File: config.mk
export PLATFORM = sky130hd
export DESIGN_NAME = snake_step_ctrl
export DESIGN_NICKNAME = d
export VERILOG_FILES = /design/src/rtl/snake_pkg.sv /design/src/rtl/snake_step_tick_gen.sv /design/src/rtl/snake_step_ctrl.sv
export SDC_FILE = /design/constraint.sdc
export NUM_CORES = 1
export LEC_CHECK = 0
export ABC_CLOCK_PERIOD_IN_PS = 4800
export CAP_MARGIN = 0
export CELL_PAD_IN_SITES_DETAIL_PLACEMENT = 1
export CELL_PAD_IN_SITES_GLOBAL_PLACEMENT = 1
export CORE_MARGIN = 3
export CORE_UTILIZATION = 29
export CTS_BUF_LIST = sky130_fd_sc_hd__clkbuf_8 sky130_fd_sc_hd__clkbuf_16
export DETAILED_ROUTE_END_ITERATION = 6
export HOLD_SLACK_MARGIN = 0.02
export PLACE_DENSITY_LB_ADDON = 0.1
export SLEW_MARGIN = 20
export SYNTH_ARGS = -nofsm -noshare
export SYNTH_HDL_FRONTEND = slang
export SYNTH_HIERARCHICAL = 1
export SYNTH_SLANG_ARGS = --single-unit
export TNS_END_PERCENT = 100
File: constraint.sdc
create_clock -name clk -period 4.8 [get_ports clk]
set_input_delay 0.96 -clock clk [delete_from_list [all_inputs] [get_ports clk]]
set_output_delay 0.96 -clock clk [all_outputs]
set_load 0.05 [all_outputs]
File: src/rtl/snake_pkg.sv
// snake_pkg: shared game/direction codes, grid geometry and step FSM states
package snake_pkg;
    localparam logic [1:0] RUNNING = 2'b00;
    localparam logic [1:0] DIE     = 2'b01;
    localparam logic [1:0] INITIAL = 2'b10;
    localparam logic [1:0] UP    = 2'b00;
    localparam logic [1:0] DOWN  = 2'b01;
    localparam logic [1:0] RIGHT = 2'b10;
    localparam logic [1:0] LEFT  = 2'b11;
    localparam int GRID_W  = 32;
    localparam int GRID_H  = 24;
    localparam int MAX_LEN = 64;
    typedef enum logic [2:0] {IDLE, WAIT_TICK, LATCH, SCAN, EVAL, COMMIT, HALT} step_state_t;
    function automatic logic [1:0] reverse_dir(input logic [1:0] dir);
        return dir ^ 2'b01;
    endfunction
endpackage

File: src/rtl/snake_step_tick_gen.sv
// snake_step_tick_gen: move-tick counter with pause hold and fast/slow period select
module snake_step_tick_gen
    import snake_pkg::*;
#(
    parameter int TICK_FAST = 5_000_000,
    parameter int TICK_SLOW = 12_500_000
) (
    input  logic clk,
    input  logic rst,
    input  logic clear,
    input  logic pause,
    input  logic slow,
    output logic tick
);
    localparam int CW = $clog2(TICK_SLOW > TICK_FAST ? TICK_SLOW : TICK_FAST);
    logic [CW-1:0] cnt;
    logic [CW-1:0] last;
    assign last = slow ? CW'(TICK_SLOW - 1) : CW'(TICK_FAST - 1);
    // a counter already past a freshly shortened period fires at once
    assign tick = !clear && !pause && cnt >= last;
    // count armed, unpaused cycles; a tick or clear restarts from zero
    always_ff @(posedge clk or posedge rst)
        if (rst) cnt <= '0;
        else if (clear || tick) cnt <= '0;
        else if (!pause) cnt <= cnt + 1'b1;
endmodule

File: src/rtl/snake_step_ctrl.sv
// snake_step_ctrl: sequences one snake move per tick with wall, self and food checks
module snake_step_ctrl
    import snake_pkg::*;
#(
    parameter int TICK_FAST = 5_000_000,
    parameter int TICK_SLOW = 12_500_000
) (
    input  logic       clk,
    input  logic       rst,
    input  logic [1:0] game_state,
    input  logic       pause,
    input  logic       slow,
    input  logic [1:0] next_direction,
    input  logic [5:0] snake_length,
    input  logic [4:0] seg_x,
    input  logic [4:0] seg_y,
    input  logic [4:0] food_x,
    input  logic [4:0] food_y,
    output logic [5:0] seg_idx,
    output logic [1:0] cur_dir,
    output logic [4:0] new_head_x,
    output logic [4:0] new_head_y,
    output logic       shift_en,
    output logic       grow_en,
    output logic       get_food,
    output logic       hit_boundary,
    output logic       hit_self,
    output logic       step_done
);
    step_state_t state, state_n;
    logic [1:0] dir, cur_dir_n;
    logic [4:0] hx, hy, nhx_n, nhy_n;
    logic [5:0] seg_idx_n, scan_end, scan_end_n;
    logic [6:0] len;
    logic eat, eat_n, eat_c, wall, full, tick, hb_n, hs_n, done_n;

    snake_step_tick_gen #(.TICK_FAST(TICK_FAST), .TICK_SLOW(TICK_SLOW)) u_tick (
        .clk(clk),
        .rst(rst),
        .clear(state != WAIT_TICK),
        .pause(pause),
        .slow(slow),
        .tick(tick)
    );

    // a full 64-segment snake wraps to 0 on the 6-bit length port
    assign len = (snake_length == '0) ? 7'(MAX_LEN) : {1'b0, snake_length};
    assign full = len >= 7'(MAX_LEN);
    assign dir = (next_direction == reverse_dir(cur_dir)) ? cur_dir : next_direction;
    assign hx = dir == RIGHT ? seg_x + 5'd1 : dir == LEFT ? seg_x - 5'd1 : seg_x;
    assign hy = dir == DOWN ? seg_y + 5'd1 : dir == UP ? seg_y - 5'd1 : seg_y;
    assign wall = (dir == LEFT && seg_x == '0) || (dir == RIGHT && seg_x == 5'(GRID_W - 1)) ||
                  (dir == UP && seg_y == '0) || (dir == DOWN && seg_y == 5'(GRID_H - 1));
    assign eat_c = hx == food_x && hy == food_y;
    assign shift_en = state == COMMIT;
    assign get_food = shift_en && eat;
    assign grow_en = get_food && !full;

    // next-state and step bookkeeping; leaving RUNNING overrides everything
    always_comb begin
        state_n = state;
        cur_dir_n = cur_dir;
        nhx_n = new_head_x;
        nhy_n = new_head_y;
        seg_idx_n = seg_idx;
        scan_end_n = scan_end;
        eat_n = eat;
        hb_n = hit_boundary;
        hs_n = hit_self;
        if (game_state != RUNNING) begin
            state_n = IDLE;
            seg_idx_n = '0;
            if (game_state == INITIAL) begin
                cur_dir_n = RIGHT;
                hb_n = 1'b0;
                hs_n = 1'b0;
            end
        end else begin
            case (state)
                IDLE: state_n = WAIT_TICK;
                WAIT_TICK: state_n = tick ? LATCH : WAIT_TICK;
                LATCH: begin
                    cur_dir_n = dir;
                    if (wall) begin
                        hb_n = 1'b1;
                        state_n = HALT;
                    end else begin
                        nhx_n = hx;
                        nhy_n = hy;
                        eat_n = eat_c;
                        // the tail cell vacates unless this step grows
                        scan_end_n = 6'(len - (eat_c ? 7'd1 : 7'd2));
                        seg_idx_n = 6'd1;
                        state_n = (len < (eat_c ? 7'd2 : 7'd3)) ? EVAL : SCAN;
                    end
                end
                SCAN: begin
                    if (seg_x == new_head_x && seg_y == new_head_y) begin
                        hs_n = 1'b1;
                        state_n = HALT;
                    end else if (seg_idx == scan_end) begin
                        state_n = EVAL;
                    end else begin
                        seg_idx_n = seg_idx + 6'd1;
                    end
                end
                EVAL: begin
                    seg_idx_n = '0;
                    state_n = COMMIT;
                end
                COMMIT: state_n = WAIT_TICK;
                default: state_n = HALT;
            endcase
        end
        done_n = state_n == COMMIT || (state_n == HALT && state != HALT);
    end

    // state and step registers; reset abandons any step in flight
    always_ff @(posedge clk or posedge rst)
        if (rst) begin
            state <= IDLE;
            cur_dir <= RIGHT;
            new_head_x <= '0;
            new_head_y <= '0;
            seg_idx <= '0;
            scan_end <= '0;
            eat <= 1'b0;
            hit_boundary <= 1'b0;
            hit_self <= 1'b0;
            step_done <= 1'b0;
        end else begin
            state <= state_n;
            cur_dir <= cur_dir_n;
            new_head_x <= nhx_n;
            new_head_y <= nhy_n;
            seg_idx <= seg_idx_n;
            scan_end <= scan_end_n;
            eat <= eat_n;
            hit_boundary <= hb_n;
            hit_self <= hs_n;
            step_done <= done_n;
        end
endmodule
# Yosys cells after proc, flatten, opt, wreduce, memory -nomap -nowiden
# Cells that the tools add are included.
# totals
output_inout_bits,24
in_bits,34
register_bits,55
word_cells,119
# classes
n_lt_le_gt_ge,3
n_mux,33
bitwise,3
eq_ne,26
addsub,7
reduce_logical,36
# ops
op,count
two-way mux 24 bit,3
adder 24 x 1 -> 24 bit (second input constant),1
>= comparator 24 bit,1
two-way mux 6 bit,4
equality test 5 bit,4
two-way mux 5 bit,4
case mux 6 bit (3 select lines),1
two-way mux 3 bit,5
case mux 3 bit (5 select lines),1
equality test 3 bit (second input constant),4
two-way mux 2 bit,6
!= test 3 bit (second input constant),4
logical AND 1 bit,11
adder 5 x 1 -> 5 bit (second input constant),2
equality test 5 bit (second input constant),2
logical NOT 5 bit,2
nonzero test 2 bit,5
subtractor 5 x 1 -> 5 bit (second input constant),2
AND reduction 3 bit,3
two-way mux 1 bit,8
>= comparator 7 bit (second input constant),1
< comparator 7 x 2 -> 1 bit,1
two-way mux 7 bit,1
adder 6 x 1 -> 6 bit (second input constant),1
other kinds (19),31

# Logic depth before layout (Yosys ltp)
# Gate-level depths: netlist of run 1.
# depth
word_depth,17
depth_mapped,18
ltp_nobuf,17

# By module
# The synthesis of run 1 kept the hierarchy.
# by_module_without_submodules
mod,instances,area_per_inst_um2,seq_area_each_um2,cells_each
snake_step_ctrl,1,2538.7,777.0,283
snake_step_tick_gen,1,1752.9,600.6,172

# Worst setup path after synthesis of run 1
# Ideal clock, no wire load.
# synth_timing
path_type,in2reg
from,input seg_x[0]
to,register scan_end[4]
slack_ps,659
stages,15
path_buffers,1
setup_ps,137
t_required_ps,4663
t_arrival_ps,4004
path_cell_list,clkbuf_1 > inv_1 > ha_1 > nor3b_1 > mux2i_1 > o22a_1 > o221ai_1 > or3_1 > nor3_1 > ha_1 > inv_1 > fa_1 > nor3_1 > xnor2_1 > a21oi_1
# synth_via
elab_chain_cells,7
word_cells_on_any_way,17
cone_classes,3 x add/sub; 2 x eq/ne; 3 x mux; 1 x bitwise; 8 x reduce/logical
# synth_lines
item,line_no,rtl
"start, declared",snake_step_ctrl.sv:15,"input logic [4:0] seg_x,"
subtractor 5 x 1 -> 5 bit,snake_step_ctrl.sv:50,assign hx = dir == RIGHT ? seg_x + 5'd1 : dir == LEFT ? seg_x - 5'd1 : seg_x;
two-way mux 5 bit,snake_step_ctrl.sv:50,
two-way mux 5 bit *,snake_step_ctrl.sv:50,
equality test 5 bit *,snake_step_ctrl.sv:54,assign eat_c = hx == food_x && hy == food_y;
logical AND 1 bit *,snake_step_ctrl.sv:54,
named net eat_c,snake_step_ctrl.sv:35,"logic eat, eat_n, eat_c, wall, full, tick, hb_n, hs_n, done_n;"
two-way mux 2 bit *,snake_step_ctrl.sv:92,scan_end_n = 6'(len - (eat_c ? 7'd1 : 7'd2));
subtractor 6 x 2 -> 6 bit *,snake_step_ctrl.sv:92,
"end signal, assigned",snake_step_ctrl.sv:137,scan_end <= scan_end_n;
"end, declared",snake_step_ctrl.sv:33,"logic [5:0] seg_idx_n, scan_end, scan_end_n;"
# Mark *: on every way through the listed nets, which the timed path passes. The rest lies on a longest branch.
# A chain may end at the register's enable or synchronous reset.

# Worst setup path after layout of run 1
# layout_timing
from,input seg_x[0]
to,register step_done
# layout_via
elab_chain_cells,14
word_cells_on_any_way,26
cone_classes,2 x add/sub; 1 x order compare; 5 x eq/ne; 8 x mux; 10 x reduce/logical
# layout_lines
item,line_no,rtl
subtractor 5 x 1 -> 5 bit,snake_step_ctrl.sv:50,
two-way mux 5 bit (2 in a row),snake_step_ctrl.sv:50,
equality test 5 bit,snake_step_ctrl.sv:54,
logical AND 1 bit,snake_step_ctrl.sv:54,
two-way mux 1 bit,snake_step_ctrl.sv:94,state_n = (len < (eat_c ? 7'd2 : 7'd3)) ? EVAL : SCAN;
< comparator 7 x 2 -> 1 bit,snake_step_ctrl.sv:94,
two-way mux 3 bit,snake_step_ctrl.sv:94,
two-way mux 3 bit,snake_step_ctrl.sv:84,if (wall) begin
case mux 3 bit (5 select lines) *,snake_step_ctrl.sv:79,case (state)
two-way mux 3 bit *,snake_step_ctrl.sv:70,if (game_state != RUNNING) begin
named net state_n[0],snake_step_ctrl.sv:30,"step_state_t state, state_n;"
equality test 3 bit,snake_step_ctrl.sv:115,done_n = state_n == COMMIT || (state_n == HALT && state != HALT);
logical AND 1 bit,snake_step_ctrl.sv:115,
logical OR 1 bit *,snake_step_ctrl.sv:115,
named net done_n,snake_step_ctrl.sv:35,
"end signal, assigned",snake_step_ctrl.sv:141,step_done <= done_n;
"end, declared",snake_step_ctrl.sv:28,output logic step_done
# Marked as above.

==> results summary, run 1 <==
The flow ran to the end, and the final reports show no timing, DRC or antenna violations. The deepest clock path buffer count came out at 2. Dividing the detail-routed wire length by the instance count gives 17.5 µm. The netlist area before placement came out at 0.00429 mm². The worst setup slack for register-to-register paths came out at 1060 ps. The number of global-route vias before repair is 3914.

The number of synthesis warnings is 6. The final design area excluding fillers is 0.00526 mm². In this run the post-CTS setup repair buffer count came out at 0.

The number of levels in the clock H-tree is 2. The post-route DRC violation count is 0. The number of hold violations in the final report is 0. The share of the clock period used by the worst path after layout came out at 91.7%.

The starting utilization of the core area is 30.3%. The combinational family with the most area after synthesis is simple AND/OR/NAND/NOR gates. The first global-routing pass estimated 20.5 mm of wire. The kind of start point of the critical path is a primary input. The startpoint-to-endpoint class of the critical path is primary input to flip-flop. The floorplan die width is 128 µm. The most common cell in the synthesized netlist is sky130_fd_sc_hd__dfrtp_1. The area fraction of the dominant cell type after synthesis came out at 31.5%. The number of buffers added by the clock tree synthesis step is 5. The post-synthesis area per instance came out at 9.43 µm². The remaining antenna violation count came out at 0. The worst path arrival time came out at 4590 ps. The count of different cell masters after synthesis is 75. The tool flagged a number of max-cap violations equal to 0.

The buffers plus inverters on the worst setup path is 2. The number of top-level pins is 58. The number of slew-limit violations in the final report is 0.

The routability-driven placement congestion ratio is 0.819. The worst ir drop on vdd is 0.000127 V. The post-CTS clock slew at the launch and capture registers of the worst setup and hold paths is 80 ps. The power consumption is 1.03 mW. The number of hold buffers added after cts is 0.

Setup repair after global routing left no endpoint under its margin. The synthesized instance count came out at 455. The fraction of final layout cells sized beyond drive strength 1 came out at 10.5%.

The number of antenna violations at the first check in global routing is 0. Timing would allow up to 227 MHz. The number of setup violations in the final report is 0. The maximum number of pins on one net before global-route repair came out at 32.

The sum of net half-perimeters after detailed placement came out at 9.15 mm. In this run, synthesis inferred 0 flip-flops with an integrated enable. Summed over all cells, the static leakage comes to 2.21 nW.

The placed cell area is 0.00511 mm². The number of inserted diodes is 0. The post-place setup slack came out at 103 ps.

After synthesis the netlist holds a flip-flop and latch count of 55. The worst-path cell with the longest stage delay is sky130_fd_sc_hd__nor3b_1. The site row count came out at 43. The share of the Yosys chip area taken by registers is 32.1%. In the synthesized netlist the dominant register cell turns out to be sky130_fd_sc_hd__dfrtp_1. The summed negative setup slack over all endpoints came out at 0 ps. The fraction of registers with async set/reset is 100%. The fraction of synthesized cell area in xor and xnor cells came out at 13.8%. Summing the areas of all compound-gate instances in the mapped netlist gives 15.6% of the synthesized area. The count of buffers added on input and output ports is 57.

After detailed routing, the number of vias per cell comes to 5.24. The worst min-delay path class is flip-flop to flip-flop. The power per standard cell area came out at 196 mW/mm².

Yosys attributes the largest share of cell area to sky130_fd_sc_hd__dfrtp_1, sky130_fd_sc_hd__xnor2_1, sky130_fd_sc_hd__ha_1. Once layout is complete, the utilization of the core stands at 37.2%. Multiplexer cells account for 4.52% of the synthesized area. The total number of nets in the final design is 572.

The core footprint came out at 0.0141 mm². The area growth from synthesis to layout is 22.6%. The post-cts repair resize count is 0.

In this design, the largest share of critical-path delay is due to simple AND/OR/NAND/NOR gates. The die is 128 µm tall. The number of sinks on the clock net is 55.

The smallest setup slack after layout is 401 ps. Global routing used 15.6% of the available tracks across all layers. Headroom to the max-slew limit came out at 38.4%. The routed layout has 3644 vias. The wire length after detailed routing came out at 12.2 mm. The root buffer cell chosen for the clock tree is sky130_fd_sc_hd__clkbuf_16. TritonCTS built the clock tree. The post-layout minimum cycle time is 4400 ps. The clock arrives with 7.91 ps of skew. By count the netlist is led by sky130_fd_sc_hd__dfrtp_1, sky130_fd_sc_hd__xnor2_1, sky130_fd_sc_hd__nor2_1, sky130_fd_sc_hd__nand2_1, sky130_fd_sc_hd__ha_1. The iteration count of the initial detailed-routing pass is 6. The worst path required time came out at 4990 ps. The total overflow left after global routing is 0.

The critical path capture point type is a flip-flop. The clock insertion delay at the later pin of the skew report came out at 310 ps. The die outline area is 0.0163 mm². The largest fanout on the critical path came out at 4. The transition at the pin with the smallest max-transition slack came out at 919 ps. The arithmetic-cell share of the synthesized area counting full adders, half adders and majority gates is 7.17%. The post-synthesis cell type with the largest combined area is sky130_fd_sc_hd__dfrtp_1. The synthesized netlist net count is 513.

In this run, the number of DRC markers left after iteration 0 of detailed routing was 126. The biggest cell delay along the critical path is 510 ps. The critical path goes through clkdlybuf4s50_1, inv_1, ha_1, nor3b_1, mux2i_1, o22a_1, o221ai_1, or3_1, or3_1, ha_1, nand2_1, o21ai_0, a21oi_1, a41o_1, a31o_1, a311o_1, a21boi_1. Summing the areas of all and, or, nand and nor instances in the mapped netlist gives 22.8% of the synthesized area.
## kinds of logic (layout without fill, tap and decap cells)
family                   count (synthesis)  count (layout)
AO/OA/AOI/OAI                           95              95
XOR/XNOR                                61              61
adder cells (fa/ha/maj)                 24              24
buffers and inverters                   39              99
flip-flops                              55              55
multiplexers                            18              18
AND/OR/NAND/NOR                        163             163
## per-stage QoR
step | instances | hold WS (ps)
floorplan | 455 | 501
global placement | 686 | 506
detailed placement | 687 | 506
CTS | 695 | 525
global route | 695 | 554
finish | 695 | 516
## sequential cells by signal (all words and copies together) (netlist names)
| name | cells |
|---|---|
| seg_idx | 6 |
| step_done | 1 |
| cur_dir | 2 |
| hit_boundary | 1 |
| eat | 1 |
| scan_end | 6 |
| new_head_y | 5 |
| u_tick/cnt | 24 |
| hit_self | 1 |
| new_head_x | 5 |
| state | 3 |
## worst min-delay path: cells and delay by family (launching register included)
kind             cells  cell delay (ps)
AND/OR/NAND/NOR      1               70
AO/OA/AOI/OAI        1               50
flip-flops           1              360
## layout by cell type (no fill, tap or decap), types with 4 or more instances in the layout
cell type                         count
sky130_fd_sc_hd__mux2i_1             10
sky130_fd_sc_hd__nand4_1              4
sky130_fd_sc_hd__nor2_1              33
sky130_fd_sc_hd__nor3_1              10
sky130_fd_sc_hd__nand2_1             27
sky130_fd_sc_hd__inv_1               16
sky130_fd_sc_hd__clkdlybuf4s50_1     57
sky130_fd_sc_hd__a21oi_1             18
sky130_fd_sc_hd__and4_1               5
sky130_fd_sc_hd__a31oi_1              4
sky130_fd_sc_hd__xnor2_1             41
sky130_fd_sc_hd__ha_1                23
sky130_fd_sc_hd__a211oi_1            21
sky130_fd_sc_hd__nand2b_1             7
sky130_fd_sc_hd__buf_4               16
sky130_fd_sc_hd__mux2_2               7
sky130_fd_sc_hd__clkbuf_16            5
sky130_fd_sc_hd__nand3_1             15
sky130_fd_sc_hd__nor4_1               8
sky130_fd_sc_hd__dfrtp_1             54
sky130_fd_sc_hd__nor2b_1              8
sky130_fd_sc_hd__o21ai_0             19
sky130_fd_sc_hd__or3_1                6
sky130_fd_sc_hd__and3_1               9
sky130_fd_sc_hd__and2_1               5
sky130_fd_sc_hd__xor2_1              16
## layer usage
layer,global-route usage [%],routed length (µm),share of wire [%],vias to the layer above
met3,2.96,379,3.1,11
li1,-,-,-,1772
met2,26.4,5970,49,48
met1,20.6,5660,47,1813
met5,0,0,0,-
met4,3.75,153,1.3,0
## final cells by class
| cell class | count | area (µm²) |
|---|---|---|
| fillers | 1651 | 8890 |
| flip-flops and latches | 55 | 1380 |
| clock buffers | 5 | 125 |
| inverters | 17 | 63.8 |
| repair buffers | 74 | 706 |
| clock inverters | 3 | 23.8 |
| well taps | 180 | 225 |
| multi-input cells | 361 | 2740 |
## report_power, final
group	internal, mW	switching [mW]	total [mW]
clock network	0.197	0.199	0.397
registers	0.465	0.00317	0.468
logic	0.0778	0.0915	0.169
total	0.740	0.294	1.03
## final timing paths
path / start / endpoint / cells after the start
max: seg_x[0] / step_done / 17
min: hit_self / hit_self / 2
max reg2reg: cur_dir[1] / step_done / 15
min reg2reg: hit_self / hit_self / 2
max in group asynchronous: rst / u_tick/cnt[1] / 2
min in group asynchronous: rst / u_tick/cnt[18] / 2
No activity file was read; power rests on OpenSTA's default activity.
==> inputs of run 2 (changes only) <==
--- a/config.mk
+++ b/config.mk
@@ -8,3 +8,2 @@
 export ABC_CLOCK_PERIOD_IN_PS = 4800
-export CAP_MARGIN = 0
 export CELL_PAD_IN_SITES_DETAIL_PLACEMENT = 1
@@ -14,2 +13,3 @@
 export CTS_BUF_LIST = sky130_fd_sc_hd__clkbuf_8 sky130_fd_sc_hd__clkbuf_16
+export CTS_CLUSTER_SIZE = 20
 export DETAILED_ROUTE_END_ITERATION = 6
==> constraint.sdc (replaced) <==
create_clock -name clk -period 4.8 [get_ports clk]
set_input_delay 0.48 -clock clk [delete_from_list [all_inputs] [get_ports clk]]
set_output_delay 0.48 -clock clk [all_outputs]
set_load 0.05 [all_outputs]
==> run 2 against run 1 <==
Effect of this change: non-clock buffer count decreased by 8; hold slack worse by 3.8 ps; critical endpoint unchanged; critical path depth unchanged; sequential cell count is the same; combinational power shrank 2%.
==> results summary, run 2 (synthesized netlist as in run 1, its figures left out) <==
The tool flagged a number of max-cap violations equal to 0. The routed length per placed instance is 17.6 µm. The die covers 0.0163 mm². The number of sinks on the clock net is 55. CTS placed an instance of sky130_fd_sc_hd__clkbuf_16 at the clock tree root. By startpoint and endpoint, the worst setup path is classified as primary input to flip-flop. The summed negative setup slack over all endpoints came out at 0 ps.

The number of antenna violations at the first check in global routing is 0. At the later pin of the worst-skew pair, clock insertion delay measures 300 ps. Headroom to the max-slew limit came out at 36.4%. Setup repair after global routing left no endpoint under its margin. The number of slew-limit violations in the final report is 0. The floorplan die width is 128 µm.

Wires add up to 12.1 mm. The worst path required time came out at 4970 ps. The vertical die dimension came out at 128 µm. The TritonCTS clock tree is yes. The number of placed instances with taps included came out at 678. The share of the clock period used by the worst path after layout is 86.1%.

In the global route stage, overall resource usage came out at 15.3%. The deepest clock path buffer count is 2. The run finished with clean final reports. The power per standard cell area is 195 mW/mm². Routability-driven placement finished with a final weighted congestion of 0.784. The floorplan has 43 rows.

Entering global routing, the biggest net connects 32 pins. The iteration-0 DRC count of the detailed router came out at 112. The post-layout minimum cycle time came out at 4130 ps. The number of buffers added by the clock tree synthesis step is 5.

The min-delay analysis places its worst path in the category flip-flop to flip-flop. The remaining antenna violation count came out at 0. The number of hold buffers added after cts is 0. The overall via count from detail_route came out at 3639. The global-route wire length before repair came out at 20.4 mm. The number of inserted diodes is 0. The worst setup path is launched from a primary input. The iteration count of the initial detailed-routing pass came out at 4. The count of input and output buffers is 57. The largest fanout on the critical path is 7. The setup fix buffers added after clock tree synthesis came out at 0.

For this run, the top clock speed supported by timing is 242 MHz. The register name with the most flops is u_tick/cnt. The detailed-route vias per instance came out at 5.30. Detailed placement finished with a half-perimeter wire length of 8.90 mm. The starting utilization of the core area is 30.3%. The residual overflow from global routing came out at 0. In the final design database the tool counted 564 nets. The placed cell area is 0.00504 mm². The number of setup violations in the final report came out at 0. The number of standard cells in the layout, taps in and fillers out came out at 687. The leakage power of the design came out at 2.17 nW. The register with the most flip-flops in the layout has 24 of them. The worst path arrival time came out at 4300 ps. The final design area excluding fillers is 0.00519 mm².

For this run, design rule violations remaining after detail routing come to 0. The minimum hold slack is 512 ps. The number of levels in the clock H-tree is 2. The critical path capture point type is a flip-flop. The setup skew after layout came out at 6.83 ps. The number of global-route vias before repair came out at 3877. In the layout the commonest cells are sky130_fd_sc_hd__clkdlybuf4s50_1, sky130_fd_sc_hd__dfrtp_1, sky130_fd_sc_hd__xnor2_1. The power consumption came out at 1.01 mW. The relative area change from synthesis to final layout came out at 21.0%. The post-CTS clock slew at the launch and capture registers of the worst setup and hold paths is 70 ps. 58 I/O pins were placed.

The number of hold violations in the final report was 0. The largest registers in the layout are u_tick/cnt (24), scan_end (6), seg_idx (6). The most frequent standard cell in the layout excluding fill and tap cells is sky130_fd_sc_hd__clkdlybuf4s50_1.

The core footprint is 0.0141 mm². The transition at the pin with the smallest max-transition slack came out at 948 ps. The worst ir drop on vdd came out at 0.000128 V. The post-cts repair resize count is 0. Cells with a size suffix above 1 make up 8.88% of the layout.
-- run 2: area by class of cell --
class                      count  area [µm²]
fill                        1650        8950
timing repair buffer          66         646
clock inverter                 3        16.3
tap                          180         225
clock buffer                   5         125
multi-input combinational    361        2740
inverter                      17        63.8
sequential                    55        1380
-- run 2: routing by layer --
layer / vias up / share of wire (%) / GRT usage (%)
met5: - / 0 / 0
met4: 0 / 1.6 / 3.81
met3: 19 / 2.9 / 2.38
met2: 78 / 48 / 26.4
met1: 1781 / 48 / 20.2
li1: 1761 / - / -
-- run 2: final timing paths --
check                           slack, ps  depth (start not counted)       start       endpoint
max in group asynchronous            3740                          2         rst  u_tick/cnt[1]
worst min register to register        510                          2    hit_self       hit_self
worst min-delay path                  510                          2    hit_self       hit_self
worst max-delay path                  670                         17    seg_x[0]      step_done
min in group asynchronous             620                          2         rst  u_tick/cnt[0]
worst max register to register        860                         15  cur_dir[1]      step_done
-- run 2: stage by stage --
stage	utilization (%)	setup slack [ps]
CTS	36.6	666
detailed placement	35.6	359
finish	36.7	668
floorplan	-	1090
global placement	35.6	446
global route	36.7	346
-- run 2: worst max-delay path: stages --
cell and delay [ps]:
sky130_fd_sc_hd__clkdlybuf4s50_1 570, sky130_fd_sc_hd__inv_1 120, sky130_fd_sc_hd__ha_1 160, sky130_fd_sc_hd__nor3b_1 570, sky130_fd_sc_hd__mux2i_1 250, sky130_fd_sc_hd__o22a_1 180, sky130_fd_sc_hd__o221ai_1 120, sky130_fd_sc_hd__or3_1 410
sky130_fd_sc_hd__or3_1 380, sky130_fd_sc_hd__ha_1 200, sky130_fd_sc_hd__nand2_1 60, sky130_fd_sc_hd__o21ai_0 110, sky130_fd_sc_hd__a21oi_1 170, sky130_fd_sc_hd__a41o_1 190, sky130_fd_sc_hd__a31o_1 120, sky130_fd_sc_hd__a311o_1 130
sky130_fd_sc_hd__a21boi_1 70
-- run 2: where the power goes --
group	internal, mW	switching, mW
registers	0.465	0.00335
logic	0.0740	0.0911
clock network	0.192	0.187
==> variant 1 (settings of run 2) <==
Register the output `step_done` once more, without a reset; this adds one clock of latency there. The other outputs are not delayed to match.
--- a/src/rtl/snake_step_ctrl.sv
+++ b/src/rtl/snake_step_ctrl.sv
@@ -27,6 +27,8 @@
     output logic       hit_self,
     output logic       step_done
 );
+
+    logic step_done_s0;
     step_state_t state, state_n;
     logic [1:0] dir, cur_dir_n;
     logic [4:0] hx, hy, nhx_n, nhy_n;
@@ -127,7 +129,7 @@
             eat <= 1'b0;
             hit_boundary <= 1'b0;
             hit_self <= 1'b0;
-            step_done <= 1'b0;
+            step_done_s0 <= 1'b0;
         end else begin
             state <= state_n;
             cur_dir <= cur_dir_n;
@@ -138,6 +140,10 @@
             eat <= eat_n;
             hit_boundary <= hb_n;
             hit_self <= hs_n;
-            step_done <= done_n;
+            step_done_s0 <= done_n;
         end
+    always_ff @(posedge clk) begin
+        step_done <= step_done_s0;
+    end
+
 endmodule
Check against the original RTL: same outputs for any inputs over 10 cycles, from zero or initial values and one cycle with rst high; that may be too few to reach the edited logic, so the function may still have changed.
==> variant 1 against run 2 <==
Sequential cell count increased by 1. Synthesized area increased by 0.47%. Setup slack improved by 9.3 ps. Total power increased by 7.4%. Critical path type unchanged. Worst hold slack got worse by 110 ps. Global-route usage increased by 0.90 points. Largest power group unchanged. Highest routed layer unchanged. Design area increased by 0.60%. Wire length increased by 5.2%.
==> variant 1: results (changes against run 2) <==
{| class="wikitable"
! Metric !! Value
|-
| Clock network power consumption || 0.000446 W (was 0.000379 W)
|-
| Layout buffering overhead excluding clock cells || 0.1207 (was 0.1243)
|-
| Syn Nets || 514 (was 513)
|-
| Peak VDD IR || 0.1845 mV (was 0.1282 mV)
|-
| Synth unique cells || 76 (was 75)
|-
| Final-layout fill cell count || 1654 (was 1650)
|-
| Count of plain and timing-repair buffers || 65 (was 66)
|-
| Critical path destination || scan_end[4] (was step_done)
|-
| Worst hold path cell count || 0 (was 2)
|-
| Async set-reset flop share out of synthesis || 0.9821 (was 1.000)
|-
| Routability-driven placement congestion ratio || 0.7989 (was 0.7837)
|-
| Length in cells of the worst reg-to-reg path || 14 (was 15)
|-
| Slew HR || 0.3583 (was 0.3644)
|-
| Switching share of power || 0.2698 (was 0.2783)
|-
| Global-route wire length before repair || 21250 um (was 20400 um)
|-
| Arrival @ worst endpoint || 4290 ps (was 4300 ps)
|-
| Sequential fraction of the synthesis area || 0.3241 (was 0.3210)
|-
| Clk network pwr share || 0.410 (was 0.374)
|-
| Hold endpoint || step_done (was hit_self)
|-
| Status || completed (unchanged)
|-
| Detailed placement HPWL || 9391 um (was 8905 um)
|-
| Worst min-delay path startpoint || step_done_s0 (was hit_self)
|-
| Setup slack of the most critical reg-to-reg path || 980 ps (was 860 ps)
|-
| Storage cell area || 1398 um^2 (was 1378 um^2)
|-
| Ratio of routed vias to standard cells || 5.261 (was 5.297)
|-
| Global Route met3 Usage || 0.03167 (was 0.02375)
|-
| Met1 demand-to-capacity share in global routing || 0.2330 (was 0.2021)
|-
| Grt met2 use || 0.2557 (was 0.2642)
|-
| Area contributors post-synth || dfrtp_1, xnor2_1, ha_1 (unchanged)
|-
| Vias in the first global route || 3953 (was 3877)
|}
==> variant 1: cell types whose count changed after synthesis <==
cell	before	now
dfxtp_1	0	1
==> variant 1: layer usage <==
metal  wire length [um]  vias to the layer above  part of all wire
met1               6538                     1809              0.51
met4                 97                        0            0.0076
li1                   -                     1758                 -
met5                  0                        -                 0
met2               5747                       41              0.45
met3                352                        6             0.028
==> variant 1: logic make-up (layout without fill, tap and decap cells) <==
group	Yosys count	in the layout	share of synthesized area
simple gates	163	163	0.2272
compound gates	95	95	0.1553
xor+xnor	61	61	0.1370
flops	56	56	0.3241
buf+inv	39	90	0.04004
fa+ha+maj	24	24	0.07139
mux	18	18	0.04498
==> variant 1: per-stage QoR <==
stage	hold WS [ps]	std cells	worst slack [ps]	area, um^2
4_1_cts	411.2	687	677.6	5226
3_5_place_dp	380.9	679	354.9	5059
5_1_grt	421.0	687	310.2	5226
6_report	404.2	687	677.1	5226
3_3_place_gp	412.1	679	468.9	5059
2_1_floorplan	324.2	456	1091	4312
==> variant 2 (config.mk and constraints of run 2) <==
Without the edit above. Change the package constant `MAX_LEN` from 64 to 32.
--- a/src/rtl/snake_pkg.sv
+++ b/src/rtl/snake_pkg.sv
@@ -9,7 +9,7 @@
     localparam logic [1:0] LEFT  = 2'b11;
     localparam int GRID_W  = 32;
     localparam int GRID_H  = 24;
-    localparam int MAX_LEN = 64;
+    localparam int MAX_LEN = 32;
     typedef enum logic [2:0] {IDLE, WAIT_TICK, LATCH, SCAN, EVAL, COMMIT, HALT} step_state_t;
     function automatic logic [1:0] reverse_dir(input logic [1:0] dir);
         return dir ^ 2'b01;
Function: no difference found for any inputs over 10 cycles, from zero or initial values and one cycle with rst high; that may be too few to reach the edited logic, so the function may still have changed.
==> variant 2 against run 2 <==
Count of clock-buffer cells in the layout is 1 higher. Setup slack worse by 5.1 ps. Wire length is 0.89% lower. Fmax is 0.12% lower. Register-to-register slack better by 40 ps. Clock skew is 2.2 ps higher. Highest routed layer unchanged. Critical path type unchanged. Via count is 2.2% lower. Synthesized area hardly changed. Design area is 0.22% lower. Utilization is 0.22 points lower. Global-route usage is 0.13 points higher. Sequential cell count stayed put. Total power is 3.4% higher.
==> variant 2: results (changes against run 2) <==
{| class="wikitable"
! Metric !! Value
|-
| Global Route met3 Usage || 0.02417 (was 0.02375)
|-
| Share of final-layout standard cells stronger than drive strength 1 || 0.09073 (was 0.08876)
|-
| Global-route wire length before repair || 20460 um (was 20400 um)
|-
| Sequential fraction of the synthesis area || 0.3207 (was 0.3210)
|-
| Final-layout fill cell count || 1648 (was 1650)
|-
| Met1 demand-to-capacity share in global routing || 0.2023 (was 0.2021)
|-
| Area post-placement || 5029 um^2 (was 5039 um^2)
|-
| Status || completed (unchanged)
|-
| Arrival @ worst endpoint || 4340 ps (was 4300 ps)
|-
| Overall fraction of global-route tracks in use || 0.1547 (was 0.1534)
|-
| Detailed placement HPWL || 8971 um (was 8905 um)
|-
| Leading post-synthesis cells by instance count || dfrtp_1, nand2_1, xnor2_1, o21ai_0, ha_1 (was dfrtp_1, xnor2_1, nor2_1, nand2_1, ha_1)
|-
| Sum of routed wire length over all layers || 12000 um (was 12110 um)
|-
| Async set-reset flop share out of synthesis || 1.000 (unchanged)
|-
| Total via count after detailed routing || 3559 (was 3639)
|-
| Top-area cell type share of the netlist area || 0.3146 (was 0.3149)
|-
| Hold endpoint || hit_boundary (was hit_self)
|-
| Worst min-delay path startpoint || hit_boundary (was hit_self)
|-
| Worst hold path cell count || 1 (was 2)
|-
| Largest net degree at the start of global routing || 34 (was 32)
|-
| Grt met2 use || 0.2676 (was 0.2642)
|-
| Area contributors post-synth || dfrtp_1, xnor2_1, ha_1 (unchanged)
|-
| Worst slew pin tran || 895.8 ps (was 947.5 ps)
|-
| Count of routing violations after the opening detailed-route iteration || 108 (was 112)
|-
| Length in cells of the worst reg-to-reg path || 13 (was 15)
|-
| LEAKAGE || 2.090 nW (was 2.170 nW)
|-
| Routability-driven placement congestion ratio || 0.8438 (was 0.7837)
|-
| Peak VDD IR || 0.1375 mV (was 0.1282 mV)
|-
| Setup slack of the most critical reg-to-reg path || 900 ps (was 860 ps)
|-
| Vias in the first global route || 3880 (was 3877)
|-
| Synth unique cells || 79 (was 75)
|-
| Syn Nets || 515 (was 513)
|-
| Crit path time final || 4137 ps (was 4132 ps)
|}
variant 2: worst max path at each step:
stage | start | to | cells after the start
floorplan | cur_dir[1] | step_done | 13
global placement | seg_y[0] | step_done | 16
detailed placement | seg_y[0] | step_done | 16
CTS | seg_y[0] | step_done | 16
global route | seg_y[0] | step_done | 16
finish | seg_y[0] | step_done | 16
variant 2: routing by layer:
metal	share of wire	wire (um)
met1	0.47	5670
met2	0.49	5850
met3	0.025	301
met4	0.015	180
met5	0	0
variant 2: per-stage QoR:
| step | hold slack [ps] | std cells |
|---|---|---|
| after floorplan | 463.1 | 457 |
| final | 510.5 | 687 |
| after CTS | 515.4 | 687 |
| after global routing | 528.3 | 687 |
| after global placement | 493.4 | 679 |
| after detailed placement | 497.8 | 679 |
variant 2: cell families after synthesis:
group,Yosys count,synth area share
AO/OA/AOI/OAI,103,0.1675
flip-flops,55,0.3207
AND/OR/NAND/NOR,161,0.2231
adder cells (fa/ha/maj),24,0.07166
multiplexers,14,0.04195
XOR/XNOR,57,0.1290
buffers and inverters,43,0.04602
variant 2: layout make-up:
type                    instances  area, um^2  share of cell area
flip-flops and latches         55        1378              0.2657
inverters                      20       75.07             0.01448
well taps                     180       225.2             0.04345
multi-input cells             359        2720              0.5247
clock inverters                 2       16.27            0.003138
repair buffers                 65       630.6              0.1217
clock buffers                   6       138.9             0.02679
variant 2: power by group:
part,total [W],internal (W),switching (W)
sequential,0.000474,0.000468,0.00000643
combinational,0.000181,0.0000817,0.0000997
clock,0.000391,0.000209,0.000182
total,0.00105,0.000759,0.000288
